File: src/rtl/drain_pkg.sv
// Shared types and helpers for the PE result-memory drain engine.
// Holds the controller state encoding and the per-PE word slice of the c bus.
package drain_pkg;

   localparam int WORD_W = 32;
   localparam int MAX_PE = 64;
   localparam int EXT_W  = WORD_W * MAX_PE;

   typedef enum logic [2:0] {
      IDLE     = 3'd0,
      WAIT_ALL = 3'd1,
      REQ      = 3'd2,
      CAPTURE  = 3'd3,
      PRESENT  = 3'd4,
      DONE     = 3'd5
   } drain_state_e;

   // The c bus is zero-extended to MAX_PE slots so one helper serves every NUM_PE.
   function automatic logic [WORD_W-1:0] pe_slot(input logic [EXT_W-1:0] bus, input logic [5:0] idx);
      pe_slot = bus[int'(idx)*WORD_W +: WORD_W];
   endfunction

endpackage

File: src/rtl/drain_index_counter.sv
// Nested (pe, address) walk counter for the result drain.
// p_succ/a_succ expose the successor index so the next request can be registered in advance.
module drain_index_counter #(
   parameter int LOG_SIZE = 3,
   parameter int NUM_PE   = 4,
   parameter int PE_W     = 2
) (
   input  logic                clk,
   input  logic                rst,
   input  logic                clear,
   input  logic                inc,
   output logic [PE_W-1:0]     p,
   output logic [LOG_SIZE-1:0] a,
   output logic [PE_W-1:0]     p_succ,
   output logic [LOG_SIZE-1:0] a_succ,
   output logic                is_last
);
   import drain_pkg::*;

   localparam logic [PE_W-1:0]     P_MAX = PE_W'(NUM_PE - 1);
   localparam logic [LOG_SIZE-1:0] A_MAX = {LOG_SIZE{1'b1}};

   // Successor index: address wraps naturally, PE advances on address wrap.
   always_comb begin
      a_succ = a + LOG_SIZE'(1);
      p_succ = p;
      if (a == A_MAX) begin
         if (p == P_MAX) begin
            p_succ = {PE_W{1'b0}};
         end else begin
            p_succ = p + PE_W'(1);
         end
      end else begin
         p_succ = p;
      end
      is_last = (p == P_MAX) && (a == A_MAX);
   end

   // Index registers.
   always_ff @(posedge clk or posedge rst) begin
      if (rst) begin
         p <= {PE_W{1'b0}};
         a <= {LOG_SIZE{1'b0}};
      end else if (clear) begin
         p <= {PE_W{1'b0}};
         a <= {LOG_SIZE{1'b0}};
      end else if (inc) begin
         p <= p_succ;
         a <= a_succ;
      end else begin
         p <= p;
         a <= a;
      end
   end

endmodule

File: src/rtl/pe_result_drain.sv
// Reader end of the PE result-memory port: once every PE signals output_stb it walks
// each PE accumulator memory in order and streams the words out on a stb/ack port.
module pe_result_drain
   import drain_pkg::*;
#(
   parameter  int LOG_SIZE = 3,
   parameter  int NUM_PE   = 4,
   localparam int PE_W     = (NUM_PE > 1) ? $clog2(NUM_PE) : 1
) (
   input  logic                     clk,
   input  logic                     rst,
   input  logic                     start,
   input  logic [NUM_PE-1:0]        pe_done,
   input  logic [WORD_W*NUM_PE-1:0] pe_c,
   output logic [LOG_SIZE-1:0]      pe_addr,
   output logic [NUM_PE-1:0]        pe_mem_sel,
   output logic [WORD_W-1:0]        out_data,
   output logic [PE_W-1:0]          out_pe,
   output logic [LOG_SIZE-1:0]      out_addr,
   output logic                     out_last,
   output logic                     out_stb,
   input  logic                     out_ack,
   output logic                     busy,
   output logic                     done
);

   drain_state_e          state_r;
   logic [PE_W-1:0]       p_s;
   logic [LOG_SIZE-1:0]   a_s;
   logic [PE_W-1:0]       p_succ_s;
   logic [LOG_SIZE-1:0]   a_succ_s;
   logic                  is_last_s;
   logic                  clear_s;
   logic                  inc_s;
   logic [EXT_W-1:0]      c_ext_s;

   assign c_ext_s = EXT_W'(pe_c);

   drain_index_counter #(
      .LOG_SIZE (LOG_SIZE),
      .NUM_PE   (NUM_PE),
      .PE_W     (PE_W)
   ) u_index (
      .clk     (clk),
      .rst     (rst),
      .clear   (clear_s),
      .inc     (inc_s),
      .p       (p_s),
      .a       (a_s),
      .p_succ  (p_succ_s),
      .a_succ  (a_succ_s),
      .is_last (is_last_s)
   );

   // Index control: restart on accepted start, step when a non-final word is taken.
   always_comb begin
      clear_s = 1'b0;
      inc_s   = 1'b0;
      if (state_r == IDLE) begin
         clear_s = start;
      end else begin
         clear_s = 1'b0;
      end
      if (state_r == PRESENT) begin
         inc_s = out_ack && !out_last;
      end else begin
         inc_s = 1'b0;
      end
   end

   // Controller and registered outputs; the memory select is set one edge ahead so it is high during REQ.
   always_ff @(posedge clk or posedge rst) begin
      if (rst) begin
         state_r    <= IDLE;
         pe_addr    <= {LOG_SIZE{1'b0}};
         pe_mem_sel <= {NUM_PE{1'b0}};
         out_data   <= {WORD_W{1'b0}};
         out_pe     <= {PE_W{1'b0}};
         out_addr   <= {LOG_SIZE{1'b0}};
         out_last   <= 1'b0;
         out_stb    <= 1'b0;
         busy       <= 1'b0;
         done       <= 1'b0;
      end else begin
         case (state_r)
            IDLE: begin
               if (start) begin
                  state_r <= WAIT_ALL;
                  busy    <= 1'b1;
                  done    <= 1'b0;
               end
            end
            WAIT_ALL: begin
               if (&pe_done) begin
                  state_r    <= REQ;
                  pe_mem_sel <= NUM_PE'(1) << p_s;
                  pe_addr    <= a_s;
               end
            end
            REQ: begin
               state_r    <= CAPTURE;
               pe_mem_sel <= {NUM_PE{1'b0}};
            end
            CAPTURE: begin
               state_r  <= PRESENT;
               out_data <= pe_slot(c_ext_s, 6'(p_s));
               out_pe   <= p_s;
               out_addr <= a_s;
               out_last <= is_last_s;
               out_stb  <= 1'b1;
            end
            PRESENT: begin
               if (out_ack) begin
                  out_stb  <= 1'b0;
                  out_last <= 1'b0;
                  if (out_last) begin
                     state_r <= DONE;
                  end else begin
                     state_r    <= REQ;
                     pe_mem_sel <= NUM_PE'(1) << p_succ_s;
                     pe_addr    <= a_succ_s;
                  end
               end
            end
            DONE: begin
               state_r <= IDLE;
               busy    <= 1'b0;
               done    <= 1'b1;
            end
            default: begin
               state_r    <= IDLE;
               pe_mem_sel <= {NUM_PE{1'b0}};
               out_stb    <= 1'b0;
               out_last   <= 1'b0;
               busy       <= 1'b0;
            end
         endcase
      end
   end

endmodule

File: config.mk
export PLATFORM = sky130hd
export DESIGN_NAME = pe_result_drain
export DESIGN_NICKNAME = d
export VERILOG_FILES = /design/src/rtl/drain_pkg.sv /design/src/rtl/drain_index_counter.sv /design/src/rtl/pe_result_drain.sv
export SDC_FILE = /design/constraint.sdc
export NUM_CORES = 1
export LEC_CHECK = 0
export CAP_MARGIN = 10
export CORE_MARGIN = 10
export CORE_UTILIZATION = 39
export CTS_CLUSTER_SIZE = 28
export DETAILED_ROUTE_END_ITERATION = 8
export HOLD_SLACK_MARGIN = 0.06
export PLACE_DENSITY = 0.82
export SLEW_MARGIN = 10
export SYNTH_ARGS = -nofsm -noshare
export SYNTH_HDL_FRONTEND = slang
export SYNTH_SLANG_ARGS = --single-unit
File: constraint.sdc
create_clock -name clk -period 2.8 [get_ports clk]
set_clock_uncertainty 0.05 [all_clocks]
set_input_delay 0.84 -clock clk [delete_from_list [all_inputs] [get_ports clk]]
set_output_delay 0.84 -clock clk [all_outputs]
set_load 0.02 [all_outputs]
==> impl_metrics.env <==
export IMPL_slowest_delay_ns=0.64
export IMPL_synth_cell_types=40
export IMPL_die_area_mm2=0.01223
export IMPL_ir_worst_vdd_v=0.0003317
export IMPL_power_density_mw_per_mm2=672.9
export IMPL_cts_tree="built"
export IMPL_dp_slack_ns=0.2647
export IMPL_core_area_mm2=0.007848
export IMPL_yosys_warnings=0
export IMPL_setup_worst_path_end_class="output pin"
export IMPL_cp_depth=1
export IMPL_drv_cap=0
export IMPL_root_buffer="clkbuf_8"
export IMPL_rsz0062_at_grt="false"
export IMPL_critPathTopFamily="buffers and inverters"
export IMPL_finalNonFillerCells=500
export IMPL_setup_viol=0
export IMPL_clk_latency_ns=0.31
export IMPL_cp_max_fo=6
export IMPL_slew_violations=0
export IMPL_synth_most_common_cell="dfrtp_1"
export IMPL_dp_cells=493
export IMPL_dr_pass1_iters=4
export IMPL_cp_required_ns=1.91
export IMPL_hold_depth=1
export IMPL_dp_hpwl_um=9050
export IMPL_nFillCells=617
export IMPL_ys_ff_latch=56
export IMPL_final_seq_area_mm2=0.001403
export IMPL_synth_area_leaders="dfrtp_1 (44%), mux4_2 (23%), mux2_2 (14%)"
export IMPL_gp_congestion=0.8206
export IMPL_crit_path_cell_trace="clkdlybuf4s50_1"
export IMPL_synth_main_ff_cell="dfrtp_1"
export IMPL_avgSynthCellArea_um2=14.69
export IMPL_clkTransAtPathRegs_ns=0.10
export IMPL_cpMaxStageDelayCell="clkdlybuf4s50_1"
export IMPL_first_iter_violations=102
export IMPL_synth_top_area_frac=0.4377
export IMPL_cts_max_path_buffers=2
export IMPL_fmaxAchievable_ghz=0.4367
export IMPL_viasPerCell=5.360
export IMPL_outcome="completed"
export IMPL_relSlewSlack=0.6622
export IMPL_async_flop_share=1.000
export IMPL_power_leakage_uw=0.002031
export IMPL_rr_worst_depth=4
export IMPL_die_w_um=110.6
export IMPL_grt_pass1_wl_um=17130
export IMPL_clock_sinks=56
export IMPL_area_delta_synth_final_pct=63.07
export IMPL_drt_wl_total_um=10750
export IMPL_synth_edf_count=0
export IMPL_synth_seq_area_share=0.4377
export IMPL_netlist_instances=218
export IMPL_grt_overflow=0
export IMPL_initial_core_util=0.4080
export IMPL_synth_fp_nets=357
export IMPL_hold_class="flip-flop to flip-flop"
export IMPL_drt_wirelength_per_cell_um=21.50
export IMPL_fin_tns_setup_ns=0
export IMPL_path_buf_inv=1
export IMPL_wl_met2_um=5584
export IMPL_period_minus_slack_ns=2.290
export IMPL_crit_type="flip-flop to output pin"
export IMPL_htree_num_levels=2
export IMPL_synth_area_mm2=0.003202
export IMPL_timing_final_ws_setup_ns=0.5099
export IMPL_grt_pass1_vias=2979
export IMPL_final_period_utilization=0.8179
export IMPL_track_usage=0.1715
export IMPL_routed_wl_met3_um=827
export IMPL_via_count=2680
export IMPL_nets=537
export IMPL_yosysTopAreaCell="dfrtp_1"
export IMPL_cts_hold_buffers=0
export IMPL_antenna_found_initial=0
export IMPL_cts_buffers=5
export IMPL_crit_path_start_kind="flip-flop"
export IMPL_drc=0
export IMPL_synth_common_cells="dfrtp_1 (56), mux2_2 (39), mux4_2 (32), o21ai_0 (7)"
export IMPL_tightest_slew_ns=0.5050
export IMPL_m1WireLength_um=4237
export IMPL_ios=184
export IMPL_highest_layer="met4"
export IMPL_diodes=0
export IMPL_die_y_um=110.6
export IMPL_io_buffers=183
export IMPL_cts_setup_buffers=0
export IMPL_multi_input_area_mm2=0.001683
export IMPL_detail_route_antenna_nets=0
export IMPL_drive_above_1_share=0.2236
export IMPL_grt_max_degree=31
export IMPL_hold_viol_final=0
export IMPL_cts_resized=0
export IMPL_arrival_ns=1.40
export IMPL_row_count=32
[cell families after synthesis]
| family | share of synthesized area |
|---|---|
| compound gates | 0.07190 |
| xor+xnor | 0.002736 |
| fa+ha+maj | 0.01172 |
| buf+inv | 0.03751 |
| flops | 0.4377 |
| mux | 0.3826 |
| simple gates | 0.05588 |
[placed cells by master (no fill, tap or decap), types with 3 or more instances in the layout]
master           synthesis  routed
dfrtp_1                 56      55
a22o_1                   5       5
mux2_1                   4       4
o21ai_0                  7       7
mux2_2                  39      39
nand2_1                  6       5
buf_4                    2       3
nor2_1                   6       6
a21oi_1                  5       5
nand2b_1                 3       3
clkbuf_8                 0       5
clkdlybuf4s50_1          0     183
mux4_2                  32      32
ha_1                     3       3
a32o_1                   3       3
nor2b_1                  4       4
[per-layer routing]
| metal | global-route usage | vias to the layer above |
|---|---|---|
| met2 | 0.3005 | 130 |
| li1 | - | 1218 |
| met5 | 0 | - |
| met1 | 0.1978 | 1326 |
| met3 | 0.06159 | 6 |
| met4 | 0.02936 | 0 |
[cell type report]
| type | instances | area share |
|---|---|---|
| clock buffers | 6 | 0.01390 |
| clock inverters | 1 | 0.005751 |
| inverters | 3 | 0.002157 |
| multi-input cells | 144 | 0.3223 |
| repair buffers | 188 | 0.3628 |
| flip-flops and latches | 56 | 0.2686 |
| well taps | 102 | 0.02444 |
[worst paths after layout]
check	from	slack, ns	to
worst min register to register	out_pe[0]	0.45	out_pe[0]
max in group asynchronous	rst	1.49	u_index.p[0]
min in group asynchronous	rst	0.66	out_data[0]
worst min-delay path	out_pe[0]	0.45	out_pe[0]
worst max register to register	state_r[2]	0.81	out_data[21]
worst max-delay path	out_last	0.51	out_last
[registers in the layout (all words and copies together) (netlist names)]
register / flops
out_pe: 2
out_last: 1
pe_mem_sel: 4
done: 1
u_index.p: 2
u_index.a: 3
out_data: 32
state_r: 3
out_stb: 1
out_addr: 3
busy: 1
pe_addr: 3
[power breakdown]
group          switching [uW]  leakage (uW)  internal (uW)
Combinational             757       0.00129            947
Sequential                194      0.000693           1110
Clock                     246     0.0000513            263
Total                    1200       0.00203           2320
[stage by stage]
step	power, uW	hold WS (ns)	utilization	instance area [um^2]
after global placement	2992	0.4228	0.6523	5119
after global routing	3702	0.4701	0.6653	5221
after CTS	3547	0.4519	0.6653	5221
final	3513	0.4463	0.6653	5221
after detailed placement	3036	0.4315	0.6523	5119
after floorplan	2106	0.4508	-	3202
No activity file was read; power rests on OpenSTA's default activity.
